$ cat src/rtl/multiplicador_seq.sv
// Sequential 4x4 unsigned shift-and-add multiplier that performs every addition
// on an external 4-bit ripple adder. Define MULT_BACK2BACK_EN to accept start in DONE.
module multiplicador_seq (
    input  logic       clk,
    input  logic       rst_n,
    input  logic       start,
    input  logic [3:0] a,
    input  logic [3:0] b,
    output logic       busy,
    output logic       done,
    output logic [7:0] p,
    output logic [3:0] add_a,
    output logic [3:0] add_b,
    output logic       add_cin,
    input  logic [3:0] add_s,
    input  logic       add_cout
);

    typedef enum logic [1:0] {
        IDLE = 2'd0,
        ADD  = 2'd1,
        DONE = 2'd2
    } state_t;

    state_t     state;
    logic [3:0] m;
    logic [3:0] q;
    logic [3:0] acc;
    logic [1:0] cnt;

    logic [3:0] acc_next;
    logic [3:0] q_next;
    logic       accept;

    // The 5-bit adder result is shifted right one place across {acc, q}.
    assign acc_next = {add_cout, add_s[3:1]};
    assign q_next   = {add_s[0], q[3:1]};

`ifdef MULT_BACK2BACK_EN
    assign accept = start && ((state == IDLE) || (state == DONE));
`else
    assign accept = start && (state == IDLE);
`endif

    // The adder sees only registered state, so no output follows start, a or b.
    assign add_a   = (state == ADD) ? acc : 4'h0;
    assign add_b   = ((state == ADD) && q[0]) ? m : 4'h0;
    assign add_cin = 1'b0;

    // NOTE: sequential state uses non-blocking assignments only, so every
    // register samples the pre-edge value of every other register.
    always_ff @(posedge clk) begin
        if (!rst_n) begin
            state <= IDLE;
            m     <= 4'h0;
            q     <= 4'h0;
            acc   <= 4'h0;
            cnt   <= 2'd0;
            p     <= 8'h00;
            busy  <= 1'b0;
            done  <= 1'b0;
        end else begin
            done <= 1'b0;
            case (state)
                IDLE, DONE: begin
                    if (accept) begin
                        m     <= a;
                        q     <= b;
                        acc   <= 4'h0;
                        cnt   <= 2'd0;
                        state <= ADD;
                        busy  <= 1'b1;
                    end else begin
                        state <= IDLE;
                        busy  <= 1'b0;
                    end
                end
                ADD: begin
                    acc <= acc_next;
                    q   <= q_next;
                    cnt <= cnt + 2'd1;
                    if (cnt == 2'd3) begin
                        p     <= {acc_next, q_next};
                        state <= DONE;
                        done  <= 1'b1;
                    end
                end
                default: begin
                    state <= IDLE;
                    busy  <= 1'b0;
                end
            endcase
        end
    end

endmodule
$ cat config.mk
export PLATFORM = sky130hd
export DESIGN_NAME = multiplicador_seq
export DESIGN_NICKNAME = d
export VERILOG_FILES = /design/src/rtl/multiplicador_seq.sv
export SDC_FILE = /design/constraint.sdc
export NUM_CORES = 1
export LEC_CHECK = 0
export ABC_AREA = 0
export BUFFER_PORTS_ARGS = -buffer_cell sky130_fd_sc_hd__buf_2
export CAP_MARGIN = 5
export CORE_ASPECT_RATIO = 0.8
export CORE_UTILIZATION = 45
export DETAILED_ROUTE_END_ITERATION = 7
export PLACE_DENSITY = 0.71
export REMOVE_ABC_BUFFERS = 1
export SLEW_MARGIN = 20
export SYNTH_ARGS = -nofsm -noshare
export SYNTH_HDL_FRONTEND = slang
export SYNTH_SLANG_ARGS = --single-unit
$ cat constraint.sdc
create_clock -name clk -period 1.3 [get_ports clk]
set_input_delay 0.26 -clock clk [delete_from_list [all_inputs] [get_ports clk]]
set_output_delay 0.26 -clock clk [all_outputs]
set_load 0.005 [all_outputs]
* Word level (Yosys, flattened, before mapping) *
Cells that the tools add are included.

word-level totals
  bits in registers = 26
  input bits = 16
  output and inout bits = 19

operators by class
  $add $sub $neg = 1
  eq/ne operators = 5
  mux-type cells = 14
  reduce and logical (&&, ||, !) cells = 9

operators by type and width
  operator                                                                 count
  4-bit two-way mux                                                        4
  4-bit case mux with 2 select lines                                       2
  2-bit case mux with 2 select lines                                       2
  2-bit AND reduction                                                      4
  2-bit == test, second input constant                                     2
  2-bit two-way mux                                                        2
  1-bit two-way mux                                                        3
  2-bit by 1-bit adder with 2-bit output, second input constant            1
  2-bit by 1-bit == test with 1-bit output, second input constant          1
  1-bit logical AND                                                        2
  2-bit zero test                                                          1
  2-bit by 1-bit inequality test with 1-bit output, second input constant  1
  2-bit inequality test, second input constant                             1
  1-bit case mux with 2 select lines                                       1
  2-bit nonzero test                                                       1
  2-bit OR reduction                                                       1

* Longest topological paths before layout *
  word-level depth = 4
  mapped depth = 6
  depth with buffers taken out = 4

* Worst setup path before layout *
OpenSTA, ideal clock, no wires.

  path kind = register -> output
  from = register state[0]
  to = output port add_b[0]
  arrival time = 0.976 ns
  data required time = 1.040 ns
  path slack = 0.064 ns
  cell stages (with the launch flop) = 6
  path buffers = 3
  path through = dfxtp_1 -> buf_6 -> nor2b_4 -> buf_6 -> buf_4 -> and3_1

between the ends
  cells in the longest elaborated chain, start to end = 3

RTL lines
  what                                      line  text
  from (decl)                               25    state_t state;
  from (signal assigned)                    54    state <= IDLE;
  from (signal assigned)                    71    state <= ADD;
  from (signal assigned)                    74    state <= IDLE;
  2-bit by 1-bit == test with 1-bit output  47    assign add_b = ((state == ADD) && q[0]) ? m : 4'h0;
  1-bit logical AND                         47
  4-bit two-way mux                         47
  to (decl)                                 13    output logic [3:0] add_b,

Every way passes these cells.

* Final worst setup path *
  from = register state[0]
  to = output port add_b[3]

The elaborated chain is that of the path after synthesis.

==> out/summary.txt <==
gr usage total = 16.3%
core area = 2480 um2
top post-synthesis cells by count = dfxtp_1, nand2_1, a21boi_2, nand3_2, nor2b_1
CTS root buf = clkbuf_4
H-tree depth = 1
CTS sink count = 26
status = finished, violations left
initial antenna violation count = 0
DR iter-0 viols = 24
Worst-path clk slew = 0.13 ns
Combinational Power Share = 14.4%
min cycle time layout = 1.49 ns
CTS Buf Count = 3
leak pwr = 0.000654 uW
die area = 2870 um2
Setup Skew = 0.00180 ns
Wirelength per Cell = 11.9 um
Clk pwr share = 27.7%
vias in the first global route = 735
Synth Flop Type = dfxtp_1
Final Worst Setup Slack = -0.187 ns
Syn. warnings = 0
HPWL Detailed = 1510 um
die width = 59.6 um
Layout Area Growth over Synthesis = 25.0%
cell taking the most area after synthesis = dfxtp_1
Crit Path Category = register to primary output
gr ovfl total = 0
Skew-Pair Late Insertion Delay = 0.32 ns
DRT Pass-1 Iters = 4
Max Cap Violations = 0
die height = 48.1 um
area share of the largest cell type after synthesis = 43.5%
sw power = 358 uW
CP Max Fanout = 6
# rows = 16
Initial Util = 48.2%
first-pass GRT wire length = 3350 um
Final Hold Vio Count = 0
hold_buf cts = 0
Flop pwr share = 57.9%
top cells by area, synth = dfxtp_1, a21boi_2, nand3_2
Routed WL = 2280 um
setup TNS = -1.38 ns
worst endpoint required time = 1.04 ns
sw frac = 24.4%
CTS tree = yes
Final ANT Viol Nets = 0
final count of negative-setup-slack endpoints = 8
GP Congestion = 0.732
Port Buf Inserts = 33
Worst EP arrival = 1.23 ns
CTS Buffer Depth = 2
Post-synth EDFFs = 0
top-count cell post-synth = dfxtp_1
fin crit share = 114%
Synth Instances = 118
Peak VDD IR = 0.000683 V
mapped cell area = 1200 um2
Nets = 174
Pwr Density = 983 nW/um2
syn_area_per_cell = 10.1 um2
layout cell share with drive strength beyond 1 = 46.8%
post-synthesis sequential element count = 26
FMAX = 672 MHz
distinct cell type count after synthesis = 27
Worst Hold Class = input pin to register
n_diodes = 0
Via density = 4.90
Final Core Density = 60.2%
ys async rst share = 0%
IO Count = 35
crit path launch type = register
largest net degree at the start of global routing = 27
Max Transition Viols Final = 0
Worst Setup End Kind = primary output
register area share after synthesis = 43.5%
drc violations = 0
Int Power = 1110 uW
RSZ-0062 raised after global routing = yes
via count = 941
failing checks = setup timing
[worst max-delay path, stage by stage, from the launching register on]
cell     delay (ns)
dfxtp_2        0.35
nor2b_4        0.17
buf_6          0.13
and3_1         0.14
buf_2          0.10
[worst paths after layout]
check | start | end | slack [ns] | cells past startpoint
hold reg to reg | p[6] | p[6] | 0.47 | 2
setup reg to reg | state[1] | q[0] | 0.10 | 4
setup / recovery | state[0] | add_b[3] | -0.19 | 4
hold / removal | a[3] | m[3] | 0.16 | 3
[through the flow]
stage / cells / setup slack [ns] / cell area (um2) / hold WS, ns / total power (uW)
finish: 192 / -0.187 / 1500 / 0.157 / 1470
global placement: 182 / 0.121 / 1370 / 0.451 / 1050
floorplan: 108 / -0.0998 / 1110 / 0.378 / 967
global route: 192 / -0.250 / 1500 / 0.145 / 1540
detailed placement: 182 / 0.0802 / 1370 / 0.456 / 1050
CTS: 190 / -0.211 / 1450 / 0.151 / 1470
[cells in the final DEF (no fill, tap or decap), drive strengths merged]
cell,instances
a21boi,12
buf,44
nor2b,8
and2,4
o21ai,8
a21oi,5
ha,1
nand3,8
conb,1
nor3b,1
nand3b,1
a22oi,5
nand2b,2
o21a,1
nor2,1
clkbuf,4
mux2i,5
nand2,12
and3,6
dfxtp,26
o21bai,1
[metal layers]
metal | GRT usage, % | wire, um | vias up
li1 | - | - | 485
met1 | 21.1 | 1070 | 431
met2 | 26.0 | 1070 | 21
met3 | 4.77 | 102 | 4
met4 | 6.98 | 38 | 0
met5 | 0 | 0 | -
[kinds of logic (layout without fill, tap and decap cells)]
logic type | after synthesis | count (layout) | synth area share, %
and+or+nand+nor | 43 | 43 | 23.5
AOI/OAI and AO/OA | 32 | 32 | 20.2
DFF | 26 | 26 | 43.5
buffers and inverters | 10 | 48 | 7.22
muxes | 5 | 5 | 4.18
adders and majority gates | 1 | 1 | 1.05
other | 1 | 1 | 0.314
[final cells by class]
type	count	area (um2)
Clock buffer	4	36.3
Tap cell	36	45.0
Timing Repair Buffer	44	289
Multi-Input combinational cell	82	599
Sequential cell	26	526
Fill cell	225	987
[sequential cells by signal (all words and copies together), names as in the netlist]
signal / count
done: 1
q: 4
state: 2
busy: 1
p: 8
cnt: 2
m: 4
acc: 4
[power by group through the flow]
stage | clock (uW) | combinational, uW | sequential [uW]
floorplan | 0 | 98.1 | 868
global placement | 0 | 180 | 868
global route | 454 | 234 | 855
CTS | 417 | 198 | 850
finish | 407 | 212 | 850
detailed placement | 0 | 184 | 869
[what timing repair did]
| action | in CTS | in global routing |
|---|---|---|
| setup buffers | 4 | 2 |
| pin swaps | 0 | 4 |
| gates resized for setup | 4 | 8 |
| endpoints found under the setup margin | 8 | 8 |
| gates cloned | 0 | 0 |
| hold endpoints to repair | 0 | 0 |
No activity file was read; power rests on OpenSTA's default activity.
